### src/rtl/vjtag_pkg.sv
// Shared types for the virtual-JTAG host sequencer and its targets: IR encodings,
// host FSM states and the bit-counter width helper.
package vjtag_pkg;

    typedef enum logic [1:0] {
        IR_BYPASS = 2'b00,
        IR_WRITE  = 2'b01,
        IR_READ   = 2'b10
    } jtag_ir_state_t;

    typedef enum logic [2:0] {
        IDLE    = 3'd0,
        IR_SET  = 3'd1,
        CAPTURE = 3'd2,
        SHIFT   = 3'd3,
        UPDATE  = 3'd4,
        RESP    = 3'd5
    } host_state_t;

    localparam int unsigned DW_DEF = 8;
    localparam int unsigned CNT_W  = $clog2(DW_DEF);

    // Counter width for a DW-bit register; DW >= 2 keeps this at least 1.
    function automatic int unsigned cnt_width(input int unsigned dw);
        return $clog2(dw);
    endfunction

endpackage

### src/rtl/vjtag_host_seq_if.sv
// Command/response handshake and virtual-JTAG strobe bundle between the host
// sequencer (master) and whatever sits on the other side (slave).
interface vjtag_host_seq_if #(
    parameter int unsigned DW = 8
);
    logic          cmd_valid;
    logic          cmd_ready;
    logic [1:0]    cmd_op;
    logic [DW-1:0] cmd_data;
    logic          rsp_valid;
    logic          rsp_ready;
    logic [DW-1:0] rsp_data;
    logic          rsp_err;
    logic [1:0]    ir_in;
    logic          v_cdr;
    logic          v_sdr;
    logic          udr;
    logic          tdi;
    logic          tdo;

    modport master (
        input  cmd_valid, cmd_op, cmd_data, rsp_ready, tdo,
        output cmd_ready, rsp_valid, rsp_data, rsp_err,
        output ir_in, v_cdr, v_sdr, udr, tdi
    );

    modport slave (
        output cmd_valid, cmd_op, cmd_data, rsp_ready, tdo,
        input  cmd_ready, rsp_valid, rsp_data, rsp_err,
        input  ir_in, v_cdr, v_sdr, udr, tdi
    );
endinterface

### src/rtl/vjtag_host_seq.sv
// Virtual-JTAG initiator: turns one parallel command into IR-select, Capture-DR,
// DW x Shift-DR, Update-DR, and returns the DW bits sampled from tdo.
module vjtag_host_seq
    import vjtag_pkg::*;
#(
    parameter int unsigned DW = 8
) (
    input  logic tck,
    input  logic aclr,
    vjtag_host_seq_if.master bus
);

    localparam int unsigned CW = cnt_width(DW);
    localparam logic [CW-1:0] CNT_LAST = CW'(DW - 1);
    localparam logic [CW-1:0] CNT_ZERO = {CW{1'b0}};
    localparam logic [DW-1:0] DW_ZERO  = {DW{1'b0}};

    host_state_t    state_q, state_d;
    logic [CW-1:0]  cnt_q, cnt_d;
    logic [DW-1:0]  tx_sr_q, tx_sr_d;
    logic [DW-1:0]  rx_sr_q, rx_sr_d;
    logic           op_err_q, op_err_d;
    logic           cmd_ready_q, cmd_ready_d;
    logic           rsp_valid_q, rsp_valid_d;
    logic [DW-1:0]  rsp_data_q, rsp_data_d;
    logic           rsp_err_q, rsp_err_d;
    jtag_ir_state_t ir_in_q, ir_in_d;
    logic           v_cdr_q, v_cdr_d;
    logic           v_sdr_q, v_sdr_d;
    logic           udr_q, udr_d;
    logic           tdi_q, tdi_d;

    // Next-state and next-output logic; outputs are computed one cycle ahead so
    // every port comes straight from a flop.
    always_comb begin
        state_d     = state_q;
        cnt_d       = cnt_q;
        tx_sr_d     = tx_sr_q;
        rx_sr_d     = rx_sr_q;
        op_err_d    = op_err_q;
        cmd_ready_d = cmd_ready_q;
        rsp_valid_d = rsp_valid_q;
        rsp_data_d  = rsp_data_q;
        rsp_err_d   = rsp_err_q;
        ir_in_d     = ir_in_q;
        v_cdr_d     = 1'b0;
        v_sdr_d     = 1'b0;
        udr_d       = 1'b0;
        tdi_d       = 1'b0;

        case (state_q)
            IDLE: begin
                if (bus.cmd_valid) begin
                    state_d     = IR_SET;
                    cmd_ready_d = 1'b0;
                    tx_sr_d     = bus.cmd_data;
                    rx_sr_d     = DW_ZERO;
                    cnt_d       = CNT_ZERO;
                    op_err_d    = (bus.cmd_op == 2'b11);
                    // The illegal op still runs a full sequence, but through BYPASS.
                    if (bus.cmd_op == 2'b11) begin
                        ir_in_d = IR_BYPASS;
                    end else begin
                        ir_in_d = jtag_ir_state_t'(bus.cmd_op);
                    end
                end else begin
                    cmd_ready_d = 1'b1;
                end
            end
            IR_SET: begin
                state_d = CAPTURE;
                v_cdr_d = 1'b1;
            end
            CAPTURE: begin
                state_d = SHIFT;
                v_sdr_d = 1'b1;
                tdi_d   = tx_sr_q[0];
                tx_sr_d = {1'b0, tx_sr_q[DW-1:1]};
            end
            SHIFT: begin
                rx_sr_d = {bus.tdo, rx_sr_q[DW-1:1]};
                if (cnt_q == CNT_LAST) begin
                    state_d = UPDATE;
                    cnt_d   = CNT_ZERO;
                    udr_d   = 1'b1;
                end else begin
                    cnt_d   = cnt_q + {{(CW-1){1'b0}}, 1'b1};
                    v_sdr_d = 1'b1;
                    tdi_d   = tx_sr_q[0];
                    tx_sr_d = {1'b0, tx_sr_q[DW-1:1]};
                end
            end
            UPDATE: begin
                state_d     = RESP;
                rsp_valid_d = 1'b1;
                rsp_data_d  = rx_sr_q;
                rsp_err_d   = op_err_q;
            end
            RESP: begin
                if (bus.rsp_ready) begin
                    state_d     = IDLE;
                    rsp_valid_d = 1'b0;
                    cmd_ready_d = 1'b1;
                end else begin
                    rsp_valid_d = 1'b1;
                end
            end
            default: begin
                state_d     = IDLE;
                cmd_ready_d = 1'b1;
                rsp_valid_d = 1'b0;
            end
        endcase
    end

    // State and output registers with synchronous reset.
    always_ff @(posedge tck) begin
        if (aclr) begin
            state_q     <= IDLE;
            cnt_q       <= CNT_ZERO;
            tx_sr_q     <= DW_ZERO;
            rx_sr_q     <= DW_ZERO;
            op_err_q    <= 1'b0;
            cmd_ready_q <= 1'b1;
            rsp_valid_q <= 1'b0;
            rsp_data_q  <= DW_ZERO;
            rsp_err_q   <= 1'b0;
            ir_in_q     <= IR_BYPASS;
            v_cdr_q     <= 1'b0;
            v_sdr_q     <= 1'b0;
            udr_q       <= 1'b0;
            tdi_q       <= 1'b0;
        end else begin
            state_q     <= state_d;
            cnt_q       <= cnt_d;
            tx_sr_q     <= tx_sr_d;
            rx_sr_q     <= rx_sr_d;
            op_err_q    <= op_err_d;
            cmd_ready_q <= cmd_ready_d;
            rsp_valid_q <= rsp_valid_d;
            rsp_data_q  <= rsp_data_d;
            rsp_err_q   <= rsp_err_d;
            ir_in_q     <= ir_in_d;
            v_cdr_q     <= v_cdr_d;
            v_sdr_q     <= v_sdr_d;
            udr_q       <= udr_d;
            tdi_q       <= tdi_d;
        end
    end

    assign bus.cmd_ready = cmd_ready_q;
    assign bus.rsp_valid = rsp_valid_q;
    assign bus.rsp_data  = rsp_data_q;
    assign bus.rsp_err   = rsp_err_q;
    assign bus.ir_in     = ir_in_q;
    assign bus.v_cdr     = v_cdr_q;
    assign bus.v_sdr     = v_sdr_q;
    assign bus.udr       = udr_q;
    assign bus.tdi       = tdi_q;

endmodule

### src/flat_wrapper.sv
// flat-port wrapper written by rule: the top's interface ports become plain ports
module vjtag_host_seq_flat import vjtag_pkg::*;
#(
    parameter int unsigned DW = 8
)
  (tck, aclr, bus_cmd_valid, bus_cmd_op, bus_cmd_data, bus_rsp_ready, bus_tdo, bus_cmd_ready, bus_rsp_valid, bus_rsp_data, bus_rsp_err, bus_ir_in, bus_v_cdr, bus_v_sdr, bus_udr, bus_tdi);
  vjtag_host_seq_if #(.DW(DW)) bus_i ();
  input  logic tck;
  input  logic aclr;
  input wire logic [$bits(bus_i.cmd_valid)-1:0] bus_cmd_valid;
  input wire logic [$bits(bus_i.cmd_op)-1:0] bus_cmd_op;
  input wire logic [$bits(bus_i.cmd_data)-1:0] bus_cmd_data;
  input wire logic [$bits(bus_i.rsp_ready)-1:0] bus_rsp_ready;
  input wire logic [$bits(bus_i.tdo)-1:0] bus_tdo;
  output wire logic [$bits(bus_i.cmd_ready)-1:0] bus_cmd_ready;
  output wire logic [$bits(bus_i.rsp_valid)-1:0] bus_rsp_valid;
  output wire logic [$bits(bus_i.rsp_data)-1:0] bus_rsp_data;
  output wire logic [$bits(bus_i.rsp_err)-1:0] bus_rsp_err;
  output wire logic [$bits(bus_i.ir_in)-1:0] bus_ir_in;
  output wire logic [$bits(bus_i.v_cdr)-1:0] bus_v_cdr;
  output wire logic [$bits(bus_i.v_sdr)-1:0] bus_v_sdr;
  output wire logic [$bits(bus_i.udr)-1:0] bus_udr;
  output wire logic [$bits(bus_i.tdi)-1:0] bus_tdi;
  assign bus_i.cmd_valid = bus_cmd_valid;
  assign bus_i.cmd_op = bus_cmd_op;
  assign bus_i.cmd_data = bus_cmd_data;
  assign bus_i.rsp_ready = bus_rsp_ready;
  assign bus_i.tdo = bus_tdo;
  assign bus_cmd_ready = bus_i.cmd_ready;
  assign bus_rsp_valid = bus_i.rsp_valid;
  assign bus_rsp_data = bus_i.rsp_data;
  assign bus_rsp_err = bus_i.rsp_err;
  assign bus_ir_in = bus_i.ir_in;
  assign bus_v_cdr = bus_i.v_cdr;
  assign bus_v_sdr = bus_i.v_sdr;
  assign bus_udr = bus_i.udr;
  assign bus_tdi = bus_i.tdi;
  vjtag_host_seq #(.DW(DW)) u_core (.tck(tck), .aclr(aclr), .bus(bus_i));
endmodule
### config.mk
export PLATFORM = sky130hd
export DESIGN_NAME = vjtag_host_seq_flat
export DESIGN_NICKNAME = d
export VERILOG_FILES = /design/src/rtl/vjtag_pkg.sv /design/src/rtl/vjtag_host_seq_if.sv /design/src/rtl/vjtag_host_seq.sv /design/src/flat_wrapper.sv
export SDC_FILE = /design/constraint.sdc
export NUM_CORES = 1
export LEC_CHECK = 0
export BUFFER_PORTS_ARGS = -buffer_cell sky130_fd_sc_hd__buf_2
export CAP_MARGIN = 25
export CORE_ASPECT_RATIO = 1.25
export CORE_MARGIN = 2
export CORE_UTILIZATION = 50
export CTS_CLUSTER_DIAMETER = 60
export CTS_CLUSTER_SIZE = 25
export DETAILED_ROUTE_END_ITERATION = 8
export PLACE_DENSITY = 0.73
export SLEW_MARGIN = 10
export SYNTH_ARGS = -nofsm -noshare
export SYNTH_HDL_FRONTEND = slang
export SYNTH_SLANG_ARGS = --single-unit
### constraint.sdc
create_clock -name tck -period 3.5 [get_ports tck]
set_input_delay 0.525 -clock tck [delete_from_list [all_inputs] [get_ports tck]]
set_output_delay 0.525 -clock tck [all_outputs]
set_load 0.02 [all_outputs]
# --- After elaboration in Yosys (flattened, before gate mapping) ---
# Cells that the tools add are included.
word_totals:
  ff_bits: 40
  out_inout_bits: 17
  elab_cells: 63
classes:
  add_sub_neg: 1
  n_eq_ne: 11
  muxes: 24
  n_bitwise: 2
  reduce_logical: 11
ops:
  columns: ["cell", "n"]
  rows:
  - ["8-bit two-way mux", 3]
  - ["8-bit one-hot mux with 3 select lines", 1]
  - ["3-bit one-hot mux with 6 select lines", 1]
  - ["8-bit one-hot mux with 2 select lines", 1]
  - ["3-bit two-way mux", 5]
  - ["3-bit equality test, second input constant", 3]
  - ["4-bit OR reduction", 2]
  - ["1-bit two-way mux", 7]
  - ["3-bit by 2-bit equality test with 1-bit output, second input constant", 2]
  - ["2-bit != test, second input constant", 3]
  - ["1-bit one-hot mux with 3 select lines", 2]
  - ["3-bit one-hot mux with 2 select lines", 1]
  - ["2-bit AND reduction", 3]
  - ["3-bit AND reduction", 2]
  - ["1-bit one-hot mux with 2 select lines", 2]
  - ["3-bit by 1-bit adder with 3-bit output, second input constant", 1]
  - ["3-bit by 1-bit equality test with 1-bit output, second input constant", 1]
  - ["3-bit zero test", 1]
  - ["3-bit nonzero test", 1]
  - ["2-bit equality test, second input constant", 1]
  - ["2-bit two-way mux", 1]
  - ["2-bit by 1-bit != test with 1-bit output, second input constant", 1]
  - ["1-bit inverter", 2]
  - ["2-bit nonzero test", 1]
  - ["2-bit OR reduction", 1]

# --- Depth between registers and ports, before layout ---
depth:
  ltp_word: 4
  ltp_mapped: 6
  ltp_nobuf: 5

# --- Worst setup path after synthesis ---
# Ideal clock, no wire load.
synth_path:
  path_kind: "register to register"
  startpoint: "reg u_core.cnt_q[0]"
  endpoint: "reg u_core.tx_sr_q[0]"
  arrival_time_ns: 1.494
  path_slack_ns: 1.921
  stages_incl_launch_ff: 7
  n_path_buf: 1
  period_less_slack_ns: 1.579
  cell_sequence: "dfxtp_1 -> ha_1 -> ha_1 -> nand2b_1 -> clkbuf_1 -> a21o_4 -> a211oi_1"
synth_via:
  elab_chain_cells: 3
synth_lines:
  columns: ["item", "line", "rtl"]
  rows:
  - ["from (decl)", "vjtag_host_seq.sv:19", "logic [CW-1:0] cnt_q, cnt_d;"]
  - ["from (signal assigned)", "vjtag_host_seq.sv:135", "cnt_q <= cnt_d;"]
  - ["3-bit equality test", "vjtag_host_seq.sv:82", "if (cnt_q == CNT_LAST) begin"]
  - ["2-bit != test (no source line)", null, null]
  - ["3-bit AND reduction (no source line)", null, null]
  - ["to (signal assigned)", "vjtag_host_seq.sv:136", "tx_sr_q <= tx_sr_d;"]
  - ["to (decl)", "vjtag_host_seq.sv:20", "logic [DW-1:0] tx_sr_q, tx_sr_d;"]
# Every way passes these cells.
# A chain may end at the register's enable or synchronous reset.

# --- Final worst setup path ---
layout_path:
  startpoint: "reg u_core.state_q[2]"
  endpoint: "reg u_core.rsp_data_q[0] (netlist: u_core.bus.rsp_data[0])"
layout_via:
  elab_chain_cells: 1
layout_lines:
  columns: ["item", "line", "rtl"]
  rows:
  - ["from (decl)", "vjtag_host_seq.sv:18", "host_state_t state_q, state_d;"]
  - ["from (signal assigned)", "vjtag_host_seq.sv:134", "state_q <= state_d;"]
  - ["3-bit equality test", "vjtag_host_seq.sv:51", "case (state_q)"]
  - ["to (signal assigned)", "vjtag_host_seq.sv:141", "rsp_data_q <= rsp_data_d;"]
  - ["to (decl)", "vjtag_host_seq.sv:25", "logic [DW-1:0] rsp_data_q, rsp_data_d;"]
# Every way passes these cells.

==> flow_summary.yaml <==
run_status:
  status: "completed"
layout:
  antenna_cells: 0
  syn_to_final_growth_pct: 16.3
  nets: 197
  nFillCells: 281
  stdcell_count: 218
  drive_gt1_frac: 0.293
  multiInputGateArea_sq_um: 722
  final-seq-area_sq_um: 801
  fin_util: 0.598
  post-route-cell-area_sq_mm: 0.00189
synth:
  synth_top_area_frac: 0.492
  yosysUniqueCellTypes: 35
  synth_seq_area_share: 0.492
  yosys.area_share.simple: 0.130
  synth_fa_ha_area_frac: 0.0154
  synth_compound_area_frac: 0.192
  synth-main-ff-cell: "dfxtp_1"
  synthArstFlopShare: 0
  yosys.area_share.xor_xnor: 0
  avgSynthCellArea_sq_um: 10.6
  synth.area.mux_share: 0.104
  synth_top_family_by_area: "compound AO/OA/AOI/OAI gates"
  yosys-top-cells-area: "dfxtp_1 (49%), a211oi_1 (6.5%), mux2i_1 (5.5%), a22o_1 (4.8%), mux2_2 (4.8%)"
  synth.net_count: 170
  yosysWarnings: 0
  synth_commonest_cells: "dfxtp_1 (40), a211oi_1 (14), nor2_1 (11)"
  synth-edff-count: 0
  ys_seq_elements: 40
  synthesis.area_sq_mm: 0.00163
  postSynthCellCount: 153
  synth_top_area_cell: "dfxtp_1"
  synth_most_common_cell: "dfxtp_1"
placement:
  place_inst: 210
  io_buffers: 31
  place_ws_ns: 1.39
  dpl_cell_area_sq_mm: 0.00177
  gp_congestion: 0.711
  hpwl_mm: 2.19
sta:
  slew_viol_final: 0
  relSlewSlack: 0.401
  max_freq_ghz: 0.477
  setup_tns_ns: 0
  setup_viol: 0
  whs_ns: 0.442
  fin_skew_ns: 0.00434
  rsz0062_at_grt: "no"
  min_period_over_period: 0.599
  finalHoldViolations: 0
  worst_pin_slew_ns: 0.895
  fin_ws_ns: 1.41
  period_needed_ns: 2.09
clocking:
  htree_levels: 2
  cts_sinks: 40
  cts_tree: "done"
  clkTransAtPathRegs_ns: 0.08
  cts_resized: 0
  post_cts_buffers: 0
  clock_latency_ns: 0.29
  numCtsBuffers: 5
  clk_path_buf_depth: 2
  hold_buffers: 0
  root_buffer: "clkbuf_8"
routing:
  avgViaCountPerCell: 5.52
  antenna_left: 0
  drtIter0Drc: 18
  wl_mm: 3.21
  num_vias: 1203
  routedWlPerCell_um: 14.7
  route.detailed.drc: 0
  firstDrtPassIters: 4
critical_path:
  endpoint_kind: "flip-flop"
  crit_fanout: 18
  reg2reg_depth: 3
  start_kind: "flip-flop"
  max_stage_delay_ns: 0.84
  rr_endpoint: "u_core.bus.rsp_data[0]"
  criticalPathCategory: "flip-flop to flip-flop"
  r2r_slack_ns: 1.41
  critPathRequiredTime_ns: 3.67
  path_cells: "nor3b_2, mux2i_1, nor2_1"
  critPathSlowestCell: "nor3b_2"
  rr_startpoint: "u_core.state_q[2]"
  cp_data_arrival_time_ns: 2.26
global_routing:
  antenna_found_initial: 0
  first_global_vias: 1047
  globalRouteOverflowTotal: 0
  grt_pass1_wl_mm: 4.86
  grt_max_degree: 29
  grt_usage: 0.188
min_path:
  hold_class: "input pin to flip-flop"
  hold_depth: 2
  hp-start: "bus_tdo"
  hold_path_end: "u_core.rx_sr_q[7]"
die:
  fp.dieArea_sq_mm: 0.00373
  die_h_um: 67.8
  ioPinCount: 32
  start_util: 0.514
  core_area_sq_mm: 0.00317
  rows: 23
  die_w_um: 55.0
pwr:
  p_sw_mw: 0.231
  power-per-cell-area_mw_per_mm2: 532
  switching_share: 0.229
  seqPwrFrac: 0.494
  ir_worst_vdd_uv: 344
  power.internal_mw: 0.776
  clkPwrFrac: 0.408
  power.total_mw: 1.01
  p_comb_frac: 0.098
  leakage_nw: 0.774
run:
  max_cap_violations: 0
-- final cells by class --
class / instances / area share
Sequential cell: 40 / 0.423
Multi-Input combinational cell: 92 / 0.382
Timing Repair Buffer: 32 / 0.0860
Clock buffer: 7 / 0.0509
Tap cell: 37 / 0.0245
Inverter: 9 / 0.0179
Clock inverter: 1 / 0.0159
-- how the worst max path moves through the flow --
stage,startpoint,end,slack (ns),cells past startpoint
floorplan,u_core.cnt_q[0],u_core.tx_sr_q[0],1.92,6
global placement,u_core.state_q[2],u_core.bus.rsp_data[7],1.55,3
detailed placement,u_core.state_q[2],u_core.bus.rsp_data[0],1.39,3
CTS,u_core.state_q[2],u_core.bus.rsp_data[0],1.38,3
global route,u_core.state_q[2],u_core.bus.rsp_data[3],1.23,3
finish,u_core.state_q[2],u_core.bus.rsp_data[0],1.41,3
-- power by group through the flow --
| stage | registers [mW] | logic (mW) | clock network (mW) |
|---|---|---|---|
| 6_report | 0.497 | 0.0987 | 0.411 |
| 5_1_grt | 0.501 | 0.108 | 0.436 |
| 4_1_cts | 0.497 | 0.0993 | 0.413 |
| 3_5_place_dp | 0.508 | 0.0988 | 0 |
| 3_3_place_gp | 0.506 | 0.0967 | 0 |
| 2_1_floorplan | 0.501 | 0.0834 | 0 |
-- state kept, by name, indices dropped and copies added (netlist names) --
name	cells
u_core.bus.rsp_data	8
u_core.bus.rsp_err	1
u_core.op_err_q	1
u_core.bus.rsp_valid	1
u_core.state_q	3
u_core.tx_sr_q	8
u_core.bus.tdi	1
u_core.bus.v_cdr	1
u_core.rx_sr_q	8
u_core.bus.ir_in	2
u_core.bus.udr	1
u_core.bus.v_sdr	1
u_core.bus.cmd_ready	1
u_core.cnt_q	3
-- worst max-delay path, delay by kind of cell, from the launching register on --
| family | cells | cell delay, ns |
|---|---|---|
| DFF | 1 | 0.74 |
| and+or+nand+nor | 2 | 0.91 |
| muxes | 1 | 0.30 |
-- routing by layer --
metal / GRT usage / vias up / wire (um)
met1: 0.216 / 560 / 1410
met2: 0.302 / 27 / 1570
met5: 0 / - / 0
li1: - / 611 / -
met3: 0.0642 / 5 / 181
met4: 0.0976 / 0 / 60
-- cells in the final DEF (no fill, tap or decap), types with 2 or more instances in the layout --
cell type,Yosys,routed
dfxtp_1,40,40
buf_2,3,31
a211oi_1,14,14
nor2_1,11,11
mux2i_1,9,9
inv_1,9,9
a22o_1,9,9
a21oi_1,7,7
mux2_2,7,7
clkbuf_8,0,7
nand2_1,6,6
nand3b_1,3,3
o21ai_0,2,2
and2_1,2,2
nand3_1,2,2
ha_1,2,2
-- logic make-up (layout without fill, tap and decap cells) --
| logic type | count (synthesis) | in the layout |
|---|---|---|
| AO/OA/AOI/OAI | 40 | 40 |
| flip-flops | 40 | 40 |
| AND/OR/NAND/NOR | 34 | 34 |
| buffers and inverters | 21 | 49 |
| multiplexers | 16 | 16 |
| adder cells (fa/ha/maj) | 2 | 2 |
No activity file was read; power rests on OpenSTA's default activity.
